## config.mk

```make
export PLATFORM = sky130hd
export DESIGN_NAME = arb2_reg_ctrl
export DESIGN_NICKNAME = d
export VERILOG_FILES = /design/src/rtl/arb2_reg_ctrl_pkg.sv /design/src/rtl/arb2_reg_ctrl_fsm.sv /design/src/rtl/dff_ar.sv /design/src/rtl/mux2.sv /design/src/rtl/arb2_reg_ctrl.sv
export SDC_FILE = /design/constraint.sdc
export NUM_CORES = 1
export LEC_CHECK = 0
export ABC_AREA = 1
export CAP_MARGIN = 10
export CORE_UTILIZATION = 40
export CTS_CLUSTER_SIZE = 10
export DETAILED_ROUTE_END_ITERATION = 10
export DONT_BUFFER_PORTS = 1
export PLACE_DENSITY = 0.55
export SLEW_MARGIN = 20
export SYNTH_ARGS = -nofsm -noshare
export SYNTH_HDL_FRONTEND = slang
export SYNTH_HIERARCHICAL = 1
export SYNTH_SLANG_ARGS = --single-unit
```

## constraint.sdc

```tcl
create_clock -name c -period 1.75 [get_ports c]
set_input_delay 0.525 -clock c [delete_from_list [all_inputs] [get_ports c]]
set_output_delay 0.525 -clock c [all_outputs]
set_load 0.02 [all_outputs]
```

## src/rtl/arb2_reg_ctrl_pkg.sv

```systemverilog
// arb2_reg_ctrl_pkg: shared state encodings and hold limit for the two-requester register arbiter
package arb2_reg_ctrl_pkg;
  typedef enum logic [1:0] {IDLE = 2'b00, G0 = 2'b01, G1 = 2'b10} state_t;
  localparam logic [2:0] HOLD_MAX = 3'd7;
endpackage

```

## src/rtl/arb2_reg_ctrl_fsm.sv

```systemverilog
// arb2_reg_ctrl_fsm: round-robin grant FSM with 8-cycle hold limit and registered grant decode
module arb2_reg_ctrl_fsm
  import arb2_reg_ctrl_pkg::*;
(
  input  logic clk,
  input  logic rst,
  input  logic req0,
  input  logic req1,
  output logic gnt0,
  output logic gnt1,
  output logic sel,
  output logic busy
);
  logic [1:0] state_q;
  logic [2:0] cnt_q, cnt_d;
  logic pri_q, pri_d, own_req, oth_req, rel;
  state_t st, state_d;
  dff_ar #(.W(2)) u_state (.clk(clk), .rst(rst), .d(state_d), .q(state_q));
  dff_ar #(.W(1)) u_pri (.clk(clk), .rst(rst), .d(pri_d), .q(pri_q));
  dff_ar #(.W(3)) u_cnt (.clk(clk), .rst(rst), .d(cnt_d), .q(cnt_q));
  assign st = state_t'(state_q);
  assign own_req = (st == G1) ? req1 : req0;
  assign oth_req = (st == G1) ? req0 : req1;
  assign rel = !own_req || cnt_q == HOLD_MAX;
  // a timed-out owner with no contender keeps the grant and cnt restarts at 0
  always_comb begin
    state_d = st;
    pri_d = pri_q;
    cnt_d = 3'd0;
    if (st != G0 && st != G1)
      state_d = (req0 && req1) ? (pri_q ? G1 : G0) : req0 ? G0 : req1 ? G1 : IDLE;
    else if (!rel)
      cnt_d = cnt_q + 3'd1;
    else if (oth_req || !own_req) begin
      state_d = oth_req ? ((st == G0) ? G1 : G0) : IDLE;
      pri_d = (st == G0);
    end
  end
  assign gnt0 = (st == G0);
  assign gnt1 = (st == G1);
  assign sel = gnt1;
  assign busy = gnt0 | gnt1;
endmodule

```

## src/rtl/dff_ar.sv

```systemverilog
// dff_ar: D flip-flop bank with asynchronous active-high reset to zero
module dff_ar #(
  parameter int W = 1
) (
  input  logic         clk,
  input  logic         rst,
  input  logic [W-1:0] d,
  output logic [W-1:0] q
);
  always_ff @(posedge clk or posedge rst)
    if (rst) q <= '0;
    else q <= d;
endmodule

```

## src/rtl/mux2.sv

```systemverilog
// mux2: single-bit 2-to-1 multiplexer, s=1 selects b
module mux2 (
  input  logic s,
  input  logic a,
  input  logic b,
  output logic y
);
  assign y = s ? b : a;
endmodule

```

## src/rtl/arb2_reg_ctrl.sv

```systemverilog
// arb2_reg_ctrl: two-requester arbitrated 4-bit shared register
module arb2_reg_ctrl
  import arb2_reg_ctrl_pkg::*;
(
  input  logic       c,
  input  logic       re,
  input  logic       req0,
  input  logic       req1,
  input  logic [3:0] d0,
  input  logic [3:0] d1,
  output logic       gnt0,
  output logic       gnt1,
  output logic       sel,
  output logic       we,
  output logic       busy,
  output logic [3:0] q
);
  logic [3:0] m, q_d;
  arb2_reg_ctrl_fsm u_fsm (
    .clk(c), .rst(re), .req0(req0), .req1(req1),
    .gnt0(gnt0), .gnt1(gnt1), .sel(sel), .busy(busy)
  );
  assign we = (gnt0 & req0) | (gnt1 & req1);
  for (genvar i = 0; i < 4; i++) begin : g_bit
    mux2 u_sel (.s(sel), .a(d0[i]), .b(d1[i]), .y(m[i]));
    mux2 u_hold (.s(we), .a(q[i]), .b(m[i]), .y(q_d[i]));
  end
  dff_ar #(.W(4)) u_q (.clk(c), .rst(re), .d(q_d), .q(q));
endmodule

```

* Word-level counts from Yosys, hierarchy flattened
Index checks and enable logic that the tools add are counted.
** Operators by class
- Add/sub/neg operators :: 1
- Equality and inequality tests :: 5
- Multiplexer cells :: 17
- Bitwise gates (word level) :: 5
- Reductions and logical operators :: 9
** Operators by type and width (count)
- 2-bit 2-to-1 mux :: 9
- 1-bit 2-to-1 mux :: 6
- 3-bit 2-to-1 mux :: 2
- 2-bit nonzero test :: 2
- 3-bit by 1-bit adder with 3-bit output, second input constant :: 1
- 3-bit == test, second input constant :: 1
- 3-bit AND reduction :: 1
- 1-bit bitwise AND :: 2
- 2-bit by 1-bit == test with 1-bit output, second input constant :: 1
- 2-bit == test, second input constant :: 1
- 1-bit logical AND :: 2
- 1-bit logical OR :: 2
- 2-bit by 1-bit != test with 1-bit output, second input constant :: 1
- 2-bit != test, second input constant :: 1
- 1-bit bitwise OR :: 2
- 2-bit AND reduction :: 1
- 1-bit logical NOT :: 1
- 1-bit NOT :: 1
** Word-level totals
- Bits in registers :: 10
- Input bits :: 12
- Output and inout bits :: 9
- Logic and storage cells :: 41

* Logic depth before layout (Yosys ltp)
- Depth after elaboration :: 7
- Gate-level depth with buffers :: 10
- Gate-level depth less buffers :: 10

* Modules after synthesis
Netlist, hierarchy kept.
** By module, submodules not included
- arb2_reg_ctrl_fsm :: times used 1, cells each 49, area each 277.8 sq um, seq. area each 0.0 sq um
- mux2 :: times used 8, cells each 4, area each 15.0 sq um, seq. area each 0.0 sq um
- dff_ar at u_q :: times used 1, cells each 5, area each 103.8 sq um, seq. area each 100.1 sq um
- dff_ar at u_fsm.u_cnt :: times used 1, cells each 4, area each 78.8 sq um, seq. area each 75.1 sq um
- dff_ar at u_fsm.u_state :: times used 1, cells each 3, area each 53.8 sq um, seq. area each 50.0 sq um
- dff_ar at u_fsm.u_pri :: times used 1, cells each 2, area each 28.8 sq um, seq. area each 25.0 sq um
- arb2_reg_ctrl :: times used 1, cells each 3, area each 11.3 sq um, seq. area each 0.0 sq um

* Worst setup path before layout
No wires, ideal clock.
- Path type :: register to output
- Start point :: register u_fsm.u_state.q[0]
- End point :: output port we
- Arrival :: 1.179 ns
- Path slack :: 0.046 ns
- Stages on the path, launching flop included :: 5
- Path buffers :: 0
- Cell sequence :: dfrtp_1 > inv_1 > ha_1 > nand2_1 > nand2_1
** On the way
- Longest elaborated chain between the ends :: 3
- Elaborated cells on any way between the ends :: 5
** RTL lines
- start: declaration :: RTL line dff_ar.sv:8 : output logic [W-1:0] q
- start signal: assignment :: RTL line dff_ar.sv:11 : if (rst) q <= '0;
- start signal: assignment :: RTL line dff_ar.sv:12 : else q <= d;
- 2-bit == test :: RTL line arb2_reg_ctrl_fsm.sv:40 : assign gnt1 = (st == G1);
- via gnt1 :: RTL line arb2_reg_ctrl.sv:12 : output logic gnt1,
- 1-bit bitwise AND :: RTL line arb2_reg_ctrl.sv:23 : assign we = (gnt0 & req0) | (gnt1 & req1);
- 1-bit bitwise OR :: RTL line arb2_reg_ctrl.sv:23
- end: declaration :: RTL line arb2_reg_ctrl.sv:14 : output logic we,
The timed path passes the listed nets, and every way through them passes these cells.

* Worst setup path in the final report
- Start point :: register u_fsm.u_state.q[1]
- End point :: output port we
** On the way
- Longest elaborated chain between the ends :: 3
- Elaborated cells on any way between the ends :: 5
** RTL lines (RTL line)
- 2-bit by 1-bit == test with 1-bit output / 2-bit == test (equally long branches) :: arb2_reg_ctrl_fsm.sv:39, arb2_reg_ctrl_fsm.sv:40
- 1-bit bitwise AND :: arb2_reg_ctrl.sv:23
- 1-bit bitwise OR * :: arb2_reg_ctrl.sv:23
Mark *: on every way between the ends. The rest lies on a longest branch, timed or not.

==> results.toml <==
[clocking]
htreeDepth = 1
clk_pin_slew_worst_paths_ns = 0.07
clockBufferDepth = 2
clkSinkCount = 10
cts_buffers = 3
cts_root_buf = "clkbuf_4"
cts_tree = "built"
cts_setup_buffers = 0
clk-insertion-delay-late_ns = 0.26

[synthesis]
yosysTopAreaCell = "dfrtp_1"
postSynthNetCount = 114
yosysSeqAreaShare = 0.371
yosysWarnings = 6
yosys.area.top_type_share = 0.371
synthCells = 98
ys_ff_latch = 10
mappedNetlistArea_um2 = 674
synthDistinctLibCells = 15
synth_area_leaders = "dfrtp_1 37%, nand2_1 23%, inv_1 11%"
syn_area_per_cell_um2 = 6.88

[grt]
overflow = 0
grt_pass1_vias = 451
track_usage = 0.142
grt_max_degree = 9
grt_first_pass_wirelength_mm = 1.94
antenna_found_initial = 0

[sta]
setup_viol = 0
min_period_over_period = 0.945
slew_headroom = 0.857
rsz0062_at_grt = "false"
worst_pin_slew_ns = 0.213
fin_crit_ns = 1.65
max_freq_mhz = 605
final_hold_viol_count = 0
setup_ws_ns = 0.0967
finClkSkew_ns = 0.00312
setup-tns-final_ns = 0
drv_slew = 0

[finish]
mostFrequentLayoutCell = "nand2_1"
nets = 124
syn_to_final_growth_pct = 15.6
drive_gt1_frac = 0.187
layout_common_cells = "41 x nand2_1, 19 x inv_1, 10 x dfrtp_1"
diodes = 0
utilization = 0.506

[power_and_ir_drop]
power_leakage_nw = 0.462
internal_power_w = 0.000821
p_clk_frac = 0.128
peakVddDrop_mv = 0.886
power_density_mw_per_mm2 = 2040
total_power_w = 0.00159
p_sw_frac = 0.483
comb_power_share = 0.585
switchingPower_w = 0.000767
seq_power_share = 0.286

[die]
die_w_um = 43.1
die_y_um = 43.1
die_area_mm2 = 0.00185
initial_core_util = 0.438
placeableCoreArea_mm2 = 0.00154
pin_count = 21
rows = 14

[setup_path]
reg2reg_depth = 8
path_max_fanout = 3
cp.arrival_ns = 1.13
startpoint = "u_fsm/u_state/q[1]"
cp-end-kind = "primary output"
r2r_setup_slack_ns = 0.37
start_kind = "register"
required_ns = 1.22
worstSetupPathType = "register to primary output"
r2r_start = "u_fsm/u_state/q[1]"

[route]
antenna_left = 0
wl_per_cell_um = 9.71
dr.pass1.iters = 4
drc_errors = 0
viasPerCell = 4.42
vias = 544
wl_mm = 1.19
drtIter0Drc = 7

[flow_run]
maxCapViolCount = 0

[place]
io_buffers = 0
gp_congestion = 0.818
hpwl_um = 986
place_ws_ns = 0.236

[worst_hold_path]
hp-class = "primary input to async pin"

[outcome]
status = "finished clean"
## registers in the layout (all words and copies together), names as in the netlist
signal           cells
u_q/q                4
u_fsm/u_cnt/q        3
u_fsm/u_state/q      2
u_fsm/u_pri/q        1
## final cells by class
class | instances | area (µm²)
Clock buffer | 4 | 36.3
Timing Repair Buffer | 6 | 47.5
Sequential cell | 10 | 250
Multi-Input combinational cell | 64 | 332
Inverter | 23 | 93.8
Tap cell | 16 | 20.0
Fill cell | 154 | 762
## routing by layer
metal	vias to the layer above	global-route usage	part of all wire
li1	303	-	-
met1	224	0.225	0.50
met2	15	0.170	0.42
met3	2	0.0255	0.070
met4	0	0.0909	0.0075
met5	-	0	0
## cells in the mapped netlist
cell type	number
buf_4	1
bufinv_8	1
dfrtp_1	10
ha_1	4
inv_1	20
inv_2	2
nand2_1	42
nand2_2	3
nand3_1	5
nand3_2	1
nand3b_4	1
nor2_1	4
nor3_1	1
o21ai_0	2
o21ai_1	1
## worst max-delay path, stage by stage (launching register included)
cell	delay [ns]
dfrtp_1	0.42
inv_1	0.07
ha_1	0.16
nand2_1	0.07
nand2_2	0.14
## worst paths after layout
check	to
min in group c	u_fsm/u_cnt/q[0]
max in group asynchronous	u_fsm/u_state/q[1]
hold reg to reg	u_fsm/u_cnt/q[0]
setup / recovery	we
setup reg to reg	u_fsm/u_pri/q
hold / removal	u_fsm/u_cnt/q[0]
## through the flow
stage               area [µm²]  cells  hold slack [ns]
global route               779    123           0.0125
global placement           724    118            0.257
detailed placement         724    118            0.262
finish                     779    123          0.00710
floorplan                  674     98            0.254
CTS                        783    123          0.00309
## logic make-up (layout without fill, tap and decap cells)
group,count (synthesis),in the layout,synth area share
AO/OA/AOI/OAI,3,3,0.0223
adder cells (fa/ha/maj),4,4,0.0742
buffers and inverters,24,33,0.160
flip-flops,10,10,0.371
AND/OR/NAND/NOR,57,57,0.373
## power groups by stage
stage / sequential [W] / combinational [W] / clock [W]
4_1_cts: 0.000453 / 0.000961 / 0.000210
3_3_place_gp: 0.000451 / 0.000909 / 0
5_1_grt: 0.000470 / 0.00104 / 0.000217
6_report: 0.000455 / 0.000929 / 0.000204
3_5_place_dp: 0.000451 / 0.000909 / 0
2_1_floorplan: 0.000437 / 0.000730 / 0
## what timing repair did
item	in CTS	in global routing
pin swaps	0	1
resized for setup	1	3
endpoints found under the setup margin	1	2
hold buffers	1	0
endpoints found under the hold margin	3	0
(Power assumes the default switching activity.)
